**config.mk**
```make
export PLATFORM = sky130hd
export DESIGN_NAME = l2_port_scheduler_flat
export DESIGN_NICKNAME = d
export VERILOG_FILES = /design/src/rtl/l2_port_scheduler_pkg.sv /design/src/rtl/l2_port_scheduler_if.sv /design/src/rtl/l2_port_scheduler_starve_counter.sv /design/src/rtl/l2_port_scheduler.sv /design/src/flat_wrapper.sv
export SDC_FILE = /design/constraint.sdc
export NUM_CORES = 1
export LEC_CHECK = 0
export CELL_PAD_IN_SITES_DETAIL_PLACEMENT = 1
export CELL_PAD_IN_SITES_GLOBAL_PLACEMENT = 1
export CORE_AREA = 2 2 548 550
export CTS_BUF_LIST = sky130_fd_sc_hd__clkbuf_4
export CTS_CLUSTER_SIZE = 20
export DETAILED_ROUTE_END_ITERATION = 10
export DIE_AREA = 0 0 550 552
export PLACE_DENSITY_LB_ADDON = 0.1
export SLEW_MARGIN = 25
export SYNTH_ARGS = -nofsm -noshare
export SYNTH_HDL_FRONTEND = slang
export SYNTH_SLANG_ARGS = --single-unit
```
**constraint.sdc**
```tcl
create_clock -name clk -period 8.3 [get_ports clk]
set_input_delay 0.83 -clock clk [delete_from_list [all_inputs] [get_ports clk]]
set_output_delay 0.83 -clock clk [all_outputs]
set_load 0.03 [all_outputs]
```
**src/rtl/l2_port_scheduler_pkg.sv**
```systemverilog
`default_nettype none
// ----------------------------------------------------------------------------
// l2_sched_pkg: shared state/op encodings for l2_port_scheduler. Rev 1.0
// ----------------------------------------------------------------------------
package l2_sched_pkg;

  typedef enum logic [1:0] {
    IDLE    = 2'd0,
    SERVE_I = 2'd1,
    SERVE_D = 2'd2,
    RECOVER = 2'd3
  } sched_state_t;

  typedef enum logic {
    OP_READ  = 1'b0,
    OP_WRITE = 1'b1
  } l2_op_t;

  localparam int DEFAULT_STARVE_LIMIT = 3;

endpackage
`default_nettype wire

```
**src/rtl/l2_port_scheduler_if.sv**
```systemverilog
`default_nettype none
// ----------------------------------------------------------------------------
// l2_port_scheduler_if: I$/D$/L2 signal bundle; slave = scheduler, master = environment. Rev 1.0
// ----------------------------------------------------------------------------
interface l2_port_scheduler_if #(
  parameter int WIDTH      = 256,
  parameter int ADDR_WIDTH = 32
);
  logic                  icache_read;
  logic [ADDR_WIDTH-1:0] icache_address;
  logic [WIDTH-1:0]      icache_rdata;
  logic                  icache_resp;
  logic                  dcache_read;
  logic                  dcache_write;
  logic [ADDR_WIDTH-1:0] dcache_address;
  logic [WIDTH-1:0]      dcache_wdata;
  logic [WIDTH-1:0]      dcache_rdata;
  logic                  dcache_resp;
  logic                  l2_read;
  logic                  l2_write;
  logic [ADDR_WIDTH-1:0] l2_address;
  logic [WIDTH-1:0]      l2_wdata;
  logic [WIDTH-1:0]      l2_rdata;
  logic                  l2_resp;

  modport slave (
    input  icache_read, icache_address, dcache_read, dcache_write,
           dcache_address, dcache_wdata, l2_rdata, l2_resp,
    output icache_rdata, icache_resp, dcache_rdata, dcache_resp,
           l2_read, l2_write, l2_address, l2_wdata
  );

  modport master (
    output icache_read, icache_address, dcache_read, dcache_write,
           dcache_address, dcache_wdata, l2_rdata, l2_resp,
    input  icache_rdata, icache_resp, dcache_rdata, dcache_resp,
           l2_read, l2_write, l2_address, l2_wdata
  );
endinterface
`default_nettype wire

```
**src/rtl/l2_port_scheduler_starve_counter.sv**
```systemverilog
`default_nettype none
// ----------------------------------------------------------------------------
// starve_counter: saturating 0..STARVE_LIMIT counter with inc/clr and at_limit. Rev 1.0
// ----------------------------------------------------------------------------
module starve_counter
  import l2_sched_pkg::*;
#(
  parameter int STARVE_LIMIT = DEFAULT_STARVE_LIMIT
) (
  input  logic clk,
  input  logic rst,
  input  logic inc,
  input  logic clr,
  output logic at_limit
);
  localparam int             CW  = $clog2(STARVE_LIMIT + 1);
  localparam logic [CW-1:0]  LIM = CW'(STARVE_LIMIT);

  logic [CW-1:0] cnt;

  always_ff @(posedge clk or posedge rst) begin
    if (rst) begin
      cnt <= '0;
    end else if (clr) begin
      cnt <= '0;
    end else if (inc && (cnt != LIM)) begin
      cnt <= cnt + 1'b1;
    end
  end

  assign at_limit = (cnt == LIM);
endmodule
`default_nettype wire

```
**src/rtl/l2_port_scheduler.sv**
```systemverilog
`default_nettype none
// ----------------------------------------------------------------------------
// l2_port_scheduler: D-priority L2 port arbiter with bounded I starvation;
// L2_SCHED_PERF_EN adds grant/conflict performance counters. Rev 1.0
// ----------------------------------------------------------------------------
module l2_port_scheduler
  import l2_sched_pkg::*;
#(
  parameter int WIDTH        = 256,
  parameter int ADDR_WIDTH   = 32,
  parameter int STARVE_LIMIT = DEFAULT_STARVE_LIMIT
) (
  input  logic                 clk,
  input  logic                 rst,
  l2_port_scheduler_if.slave   bus
`ifdef L2_SCHED_PERF_EN
  ,
  output logic [31:0]          perf_i_grants,
  output logic [31:0]          perf_d_grants,
  output logic [31:0]          perf_conflict_cycles
`endif
);
  sched_state_t          state, state_next;
  l2_op_t                op;
  logic [ADDR_WIDTH-1:0] addr_q;
  logic [WIDTH-1:0]      wdata_q;
  logic                  i_pend, d_pend, grant_i, grant_d, at_limit, busy;

  assign i_pend = bus.icache_read;
  assign d_pend = bus.dcache_read | bus.dcache_write;

  always_comb begin
    state_next = state;
    grant_i    = 1'b0;
    grant_d    = 1'b0;
    case (state)
      IDLE: begin
        if (i_pend && (!d_pend || at_limit)) begin
          grant_i    = 1'b1;
          state_next = SERVE_I;
        end else if (d_pend) begin
          grant_d    = 1'b1;
          state_next = SERVE_D;
        end
      end
      SERVE_I, SERVE_D: begin
        if (bus.l2_resp) state_next = RECOVER;
      end
      RECOVER: state_next = IDLE;
      default: state_next = IDLE;
    endcase
  end

  always_ff @(posedge clk or posedge rst) begin
    if (rst) begin
      state   <= IDLE;
      op      <= OP_READ;
      addr_q  <= '0;
      wdata_q <= '0;
    end else begin
      state <= state_next;
      if (grant_i) begin
        addr_q <= bus.icache_address;
        op     <= OP_READ;
      end else if (grant_d) begin
        addr_q  <= bus.dcache_address;
        wdata_q <= bus.dcache_wdata;
        op      <= bus.dcache_write ? OP_WRITE : OP_READ;
      end
    end
  end

  starve_counter #(.STARVE_LIMIT(STARVE_LIMIT)) u_starve (
    .clk      (clk),
    .rst      (rst),
    .inc      (grant_d & i_pend),
    .clr      (grant_i),
    .at_limit (at_limit)
  );

  // Request drops in the resp cycle so L2 never sees a second request edge.
  assign busy         = ((state == SERVE_I) || (state == SERVE_D)) && !bus.l2_resp;
  assign bus.l2_read  = busy && (op == OP_READ);
  assign bus.l2_write = busy && (op == OP_WRITE);
  assign bus.l2_address = addr_q;
  assign bus.l2_wdata   = wdata_q;
  assign bus.icache_resp  = (state == SERVE_I) && bus.l2_resp;
  assign bus.dcache_resp  = (state == SERVE_D) && bus.l2_resp;
  assign bus.icache_rdata = bus.l2_rdata;
  assign bus.dcache_rdata = bus.l2_rdata;

`ifdef L2_SCHED_PERF_EN
  always_ff @(posedge clk or posedge rst) begin
    if (rst) begin
      perf_i_grants        <= '0;
      perf_d_grants        <= '0;
      perf_conflict_cycles <= '0;
    end else begin
      if (grant_i) perf_i_grants <= perf_i_grants + 32'd1;
      if (grant_d) perf_d_grants <= perf_d_grants + 32'd1;
      if ((state == IDLE) && i_pend && d_pend)
        perf_conflict_cycles <= perf_conflict_cycles + 32'd1;
    end
  end
`endif

  a_no_rd_wr: assert property (@(posedge clk) disable iff (rst)
    !(bus.l2_read && bus.l2_write));
  a_i_held: assert property (@(posedge clk) disable iff (rst)
    (state == SERVE_I) |-> bus.icache_read);
  a_d_held: assert property (@(posedge clk) disable iff (rst)
    (state == SERVE_D) |-> (bus.dcache_read || bus.dcache_write));
endmodule
`default_nettype wire

```
**src/flat_wrapper.sv**
```systemverilog
// flat-port wrapper written by rule: the top's interface ports become plain ports
module l2_port_scheduler_flat import l2_sched_pkg::*;
#(
  parameter int WIDTH        = 256,
  parameter int ADDR_WIDTH   = 32,
  parameter int STARVE_LIMIT = DEFAULT_STARVE_LIMIT
)
  (clk, rst, bus_icache_read, bus_icache_address, bus_dcache_read, bus_dcache_write, bus_dcache_address, bus_dcache_wdata, bus_l2_rdata, bus_l2_resp, bus_icache_rdata, bus_icache_resp, bus_dcache_rdata, bus_dcache_resp, bus_l2_read, bus_l2_write, bus_l2_address, bus_l2_wdata);
  l2_port_scheduler_if #(.WIDTH(WIDTH), .ADDR_WIDTH(ADDR_WIDTH)) bus_i ();
  input  logic clk;
  input  logic rst;
  input wire logic [$bits(bus_i.icache_read)-1:0] bus_icache_read;
  input wire logic [$bits(bus_i.icache_address)-1:0] bus_icache_address;
  input wire logic [$bits(bus_i.dcache_read)-1:0] bus_dcache_read;
  input wire logic [$bits(bus_i.dcache_write)-1:0] bus_dcache_write;
  input wire logic [$bits(bus_i.dcache_address)-1:0] bus_dcache_address;
  input wire logic [$bits(bus_i.dcache_wdata)-1:0] bus_dcache_wdata;
  input wire logic [$bits(bus_i.l2_rdata)-1:0] bus_l2_rdata;
  input wire logic [$bits(bus_i.l2_resp)-1:0] bus_l2_resp;
  output wire logic [$bits(bus_i.icache_rdata)-1:0] bus_icache_rdata;
  output wire logic [$bits(bus_i.icache_resp)-1:0] bus_icache_resp;
  output wire logic [$bits(bus_i.dcache_rdata)-1:0] bus_dcache_rdata;
  output wire logic [$bits(bus_i.dcache_resp)-1:0] bus_dcache_resp;
  output wire logic [$bits(bus_i.l2_read)-1:0] bus_l2_read;
  output wire logic [$bits(bus_i.l2_write)-1:0] bus_l2_write;
  output wire logic [$bits(bus_i.l2_address)-1:0] bus_l2_address;
  output wire logic [$bits(bus_i.l2_wdata)-1:0] bus_l2_wdata;
  assign bus_i.icache_read = bus_icache_read;
  assign bus_i.icache_address = bus_icache_address;
  assign bus_i.dcache_read = bus_dcache_read;
  assign bus_i.dcache_write = bus_dcache_write;
  assign bus_i.dcache_address = bus_dcache_address;
  assign bus_i.dcache_wdata = bus_dcache_wdata;
  assign bus_i.l2_rdata = bus_l2_rdata;
  assign bus_i.l2_resp = bus_l2_resp;
  assign bus_icache_rdata = bus_i.icache_rdata;
  assign bus_icache_resp = bus_i.icache_resp;
  assign bus_dcache_rdata = bus_i.dcache_rdata;
  assign bus_dcache_resp = bus_i.dcache_resp;
  assign bus_l2_read = bus_i.l2_read;
  assign bus_l2_write = bus_i.l2_write;
  assign bus_l2_address = bus_i.l2_address;
  assign bus_l2_wdata = bus_i.l2_wdata;
  l2_port_scheduler #(.WIDTH(WIDTH), .ADDR_WIDTH(ADDR_WIDTH), .STARVE_LIMIT(STARVE_LIMIT)) u_core (.clk(clk), .rst(rst), .bus(bus_i));
endmodule
```
# Yosys cells after proc, flatten, opt, wreduce, memory -nomap -nowiden
# Index checks and enable logic that the tools add are counted.
totals:
  output_inout_bits: 804
  wordCells: 50
  input_bits: 582
  register_bits: 293
op_classes:
  n_mux: 16
  addsub: 1
  eq_ne: 7
  reduce_logical: 17
  bitwise_logic: 4
op_table:
  columns: ["op", "n"]
  rows:
  - ["32-bit two-way mux", 2]
  - ["2-bit two-way mux", 5]
  - ["1-bit two-way mux", 8]
  - ["1-bit logical AND", 7]
  - ["2-bit equality test (second input constant)", 3]
  - ["2-bit case mux with 3 select lines", 1]
  - ["2-bit inequality test (second input constant)", 2]
  - ["2-bit AND reduction", 2]
  - ["2-bit nonzero test", 2]
  - ["3-bit by 1-bit inequality test with 1-bit output (second input constant)", 1]
  - ["2-bit by 1-bit adder with 2-bit output (second input constant)", 1]
  - ["2-bit by 1-bit equality test with 1-bit output (second input constant)", 1]
  - ["1-bit zero test", 2]
  - ["2-bit zero test", 1]
  - ["1-bit logical OR", 2]
  - ["1-bit NOT", 2]
  - ["2-bit OR reduction", 1]
  - ["1-bit AND", 1]
  - ["1-bit bitwise OR", 1]

# Longest topological paths before layout
logic_depth:
  word_depth: 10
  depth_mapped: 7
  mapped_depth_nobuf: 5

# By module
# Synthesis repeated with hierarchy kept, for this count alone.
unflattened:
  cells_unflattened: 1203
  area_unflattened_um2: 15133.3
by_module_without_submodules:
  columns: ["module", "cells_per_inst", "instances", "area_each_um2"]
  rows:
  - ["l2_port_scheduler", 1192, 1, 15005.6]
  - ["starve_counter", 11, 1, 127.6]

# Worst setup path before layout
# OpenSTA, ideal clock, no wires.
synth_path:
  kind: "in2out"
  from: "in bus_l2_resp"
  to: "out bus_l2_read"
  setup_slack_ns: 6.156
  arrival_ns: 1.314
  n_path_buf: 0
  stages: 2
  path_cell_list: "nor2b_1 > and2_1"
synth_between:
  elab_chain_cells: 3
synth_rtl:
  columns: ["element", "line_no", "text"]
  rows:
  - ["start: declaration", "flat_wrapper.sv:19", "input wire logic [$bits(bus_i.l2_resp)-1:0] bus_l2_resp;"]
  - ["1-bit zero test", "l2_port_scheduler.sv:82", "assign busy = ((state == SERVE_I) || (state == SERVE_D)) && !bus.l2_resp;"]
  - ["1-bit logical AND", "l2_port_scheduler.sv:82", null]
  - ["1-bit logical AND", "l2_port_scheduler.sv:83", "assign bus.l2_read = busy && (op == OP_READ);"]
  - ["end: declaration", "flat_wrapper.sv:24", "output wire logic [$bits(bus_i.l2_read)-1:0] bus_l2_read;"]
# No other way between the ends.

# Final worst setup path
layout_path:
  from: "reg u_core.state[1]"
  to: "out bus_l2_write"
layout_between:
  elab_chain_cells: 4
  word_cells_on_any_way: 5
  classes_between: "eq/ne: 2; reduce/logical: 3"
layout_rtl:
  columns: ["element", "line_no", "text"]
  rows:
  - ["start: declaration", "l2_port_scheduler.sv:23", "sched_state_t state, state_next;"]
  - ["start signal: assignment", "l2_port_scheduler.sv:61", "state <= state_next;"]
  - ["2-bit by 1-bit equality test with 1-bit output / 2-bit equality test (equally long branches)", "l2_port_scheduler.sv:82", null]
  - ["1-bit logical OR *", "l2_port_scheduler.sv:82", null]
  - ["1-bit logical AND *", "l2_port_scheduler.sv:82", null]
  - ["1-bit logical AND *", "l2_port_scheduler.sv:84", "assign bus.l2_write = busy && (op == OP_WRITE);"]
  - ["end: declaration", "flat_wrapper.sv:25", "output wire logic [$bits(bus_i.l2_write)-1:0] bus_l2_write;"]
# Every way passes the cells marked *; elsewhere a longest branch is shown, timed or not.

==> key figures <==
Clock tree
  – Num Clock Sinks: around 290
  – Clock Tree Root: clkbuf_4
  – Worst-skew pair later-pin latency: 1250 ps
  – TritonCTS buffer count: 124
  – Buffers from clock root to sink, at most: 4
  – CTS tree: yes
  – Number of gates given a new drive strength after cts: 0
  – H-Tree Depth: 3
  – Reg clk slew, reported paths: 60 ps
  – Post-CTS Setup Inserts: 0
  – Post-CTS Hold Buffers: 123

Placement
  – IO Port Bufs: 617
  – Cell count after placement: 5237
  – Routability-driven placement congestion ratio: 0.678
  – HPWL after detailed placement: 73400 um

Timing
  – Setup TNS: 0 ps
  – Finish-stage setup viols: 0
  – Achievable Freq: 248 MHz
  – Max-slew violations: 0
  – Headroom to the max-slew limit: 28.2%
  – Final hold slack: 305 ps
  – Time the worst path needs with I/O delays and setup: 4030 ps
  – Final clock skew: 131 ps
  – Unrepaired setup endpoints after global routing: false
  – Transition time at the pin with the least slew margin: 1080 ps
  – Number of failing hold endpoints at the final stage: 0
  – Portion of the clock cycle consumed by the worst path in the final layout: between 40 and 50%

Status
  – Result of the run: finished clean

Power
  – Total power after layout: 9840 uW
  – Worst IR drop on VDD: 0.160 mV
  – Leakage power: 0.00861 uW
  – PwrDens: 394 nW/um^2

Synth
  – Post-synthesis simple-gate area fraction: under 10%
  – Synthesized flop and latch total: 293
  – Largest family of logic cells by synthesized area: buffers and inverters
  – Avg Synthesized Cell Area: ~13 um^2
  – Xor-xnor portion of the synthesized cell area: 0%
  – Post-synthesis adder-cell area fraction: 0.411%
  – Sequential element share of the synthesized area: 48.2%
  – Synthesized net count: 1792
  – Share of the synthesized area in compound gates (AO/OA/AOI/OAI): 2.77%
  – Yosys warning count: 0
  – Mapped cell area: 15200 um^2
  – Post-synth cell types: 27
  – Mux cell area share after synthesis: a little under a fifth
  – Synthesized netlist cell count: 1205

Detailed routing
  – Drt total wl: between 90000 and 100000 um
  – Violation count after the first detailed-route iteration: approximately 250
  – Via-per-instance ratio: 1.85
  – Number of detailed-routing iterations run before antenna repair: 4
  – Final ANT Viol Nets: 0
  – Routed WL per cell: 16.8 um
  – Detailed-route via count: 10326
  – Drt drc: 0

Floorplan
  – Number of rows in the core area: 201
  – Effective utilization at floorplan: 5.10%
  – Die Y: 552 um
  – Core area: ~300000 um^2
  – Die ar.: 304000 um^2
  – DIE WIDTH: around 550 um
  – Number of ports placed on the die boundary: 1386

Global route
  – Vias in the first global route: 12236
  – Number of antenna violations at the first check in global routing: 70
  – Combined global-route utilization of all metal layers: 6.08%
  – First-pass GRT wire length: about 120000 um
  – Overflow left after global routing: 0
  – Largest net degree at the start of global routing: 107

Final layout
  – Net count reported at finish: 2115
  – Sequential cell area in the final layout: 7330 um^2
  – Post-layout instance count excluding filler cells: 5574
  – FILL cells: 34938
  – Area of combinational cells with multiple inputs: 3680 um^2
  – Commonest cells after routing, fill and taps aside: clkdlybuf4s50_1, dfrtp_1, mux2_2, clkbuf_4, dlygate4sd3_1
  – Most frequent standard cell in the layout excluding fill and tap cells: clkdlybuf4s50_1
  – Fraction of final layout cells sized beyond drive strength 1: 27.4%
  – Finished Core Util: 8.38%
  – Area growth from synthesis to layout: 64.4%

Critical path
  – Req. time, crit path: ~7500 ps
  – Worst setup path category: reg2out
  – Nature of the critical path endpoint: primary output
  – Length in cells of the worst reg-to-reg path: 6
  – CP startpoint kind: flop
  – Data arrival time of the critical path: 3200 ps
  – Crit Path Max Fanout: 4

Worst hold path
  – Cell depth of the worst hold path: 2
  – Class of the most critical hold timing path: in2reg

Flow run
  – Count of maximum capacitance violations: 0
==> cells in the mapped netlist <==
cell type | instances | area share [%]
a311o_1 | 1 | 0.066
dfrtp_1 | 293 | 48
nor3_1 | 1 | 0.033
and2_1 | 36 | 1.5
nor4b_2 | 1 | 0.099
a21oi_1 | 1 | 0.033
o211a_1 | 1 | 0.066
o22ai_1 | 1 | 0.041
a2111oi_0 | 1 | 0.058
o21ai_0 | 2 | 0.066
o21bai_1 | 1 | 0.049
buf_4 | 513 | 25
ha_1 | 5 | 0.41
buf_6 | 25 | 1.9
mux2_1 | 11 | 0.81
clkbuf_1 | 4 | 0.099
o21a_1 | 2 | 0.099
a21o_1 | 2 | 0.099
buf_2 | 10 | 0.33
nand3_1 | 1 | 0.033
a221o_1 | 32 | 2.1
a31oi_1 | 1 | 0.041
nor2b_1 | 2 | 0.082
inv_1 | 6 | 0.15
nand2_1 | 6 | 0.15
o31ai_1 | 1 | 0.049
mux2_2 | 245 | 18
==> kinds of logic after synthesis <==
logic type / Yosys count
buf+inv: 558
flops: 293
mux: 256
simple gates: 47
compound gates: 46
fa+ha+maj: 5
==> where the power goes <==
| part | switching, uW | internal (uW) | leakage, uW |
|---|---|---|---|
| clock | 943 | 956 | 0.000863 |
| combinational | 3080 | 2270 | 0.00428 |
| sequential | 418 | 2170 | 0.00346 |
==> state kept, by name, summed over array words and instances (netlist names) <==
register	cells
u_core.bus.l2_address	32
u_core.u_starve.cnt	2
u_core.bus.l2_wdata	256
u_core.op	1
u_core.state	2
==> metal layers <==
layer	up-vias	track usage [%]	wire, um
met1	4779	5.92	31500
li1	4252	-	-
met4	20	3.73	6190
met2	825	8.97	39400
met5	-	0	137
met3	450	4.74	16200
==> worst max-delay path, cell delays in order, from the launching register on <==
cell             delay [ps]
dfrtp_1                 380
inv_1                    90
ha_1                    340
nor2b_1                 330
and2_1                  200
clkdlybuf4s50_1         740
==> worst paths after layout <==
check                                         startpoint                   endpoint  slack (ps)
min in group asynchronous                            rst    u_core.bus.l2_wdata[47]         570
worst min register to register  u_core.bus.l2_wdata[178]   u_core.bus.l2_wdata[178]         480
max in group asynchronous                            rst   u_core.bus.l2_wdata[105]        5690
worst max-delay path                     u_core.state[1]               bus_l2_write        4270
worst max register to register           u_core.state[0]  u_core.bus.l2_address[24]        5260
worst min-delay path                bus_dcache_wdata[32]    u_core.bus.l2_wdata[32]         300
==> through the flow <==
| step | worst slack, ps | cell area (um^2) |
|---|---|---|
| floorplan | 3580 | 15200 |
| global placement | 4670 | 22300 |
| detailed placement | 4640 | 22300 |
| CTS | 3870 | 25000 |
| global route | 3870 | 25000 |
| finish | 4270 | 25000 |
==> area by class of cell <==
type                    count  share of cell area (%)
repair buffers            749                    30.2
flip-flops and latches    293                    29.3
well taps                3958                    19.8
multi-input cells         354                    14.7
clock buffers             176                    5.29
clock inverters            27                   0.485
diodes                     11                   0.110
inverters                   6                   0.105
Power figures use the tool's default switching activity.
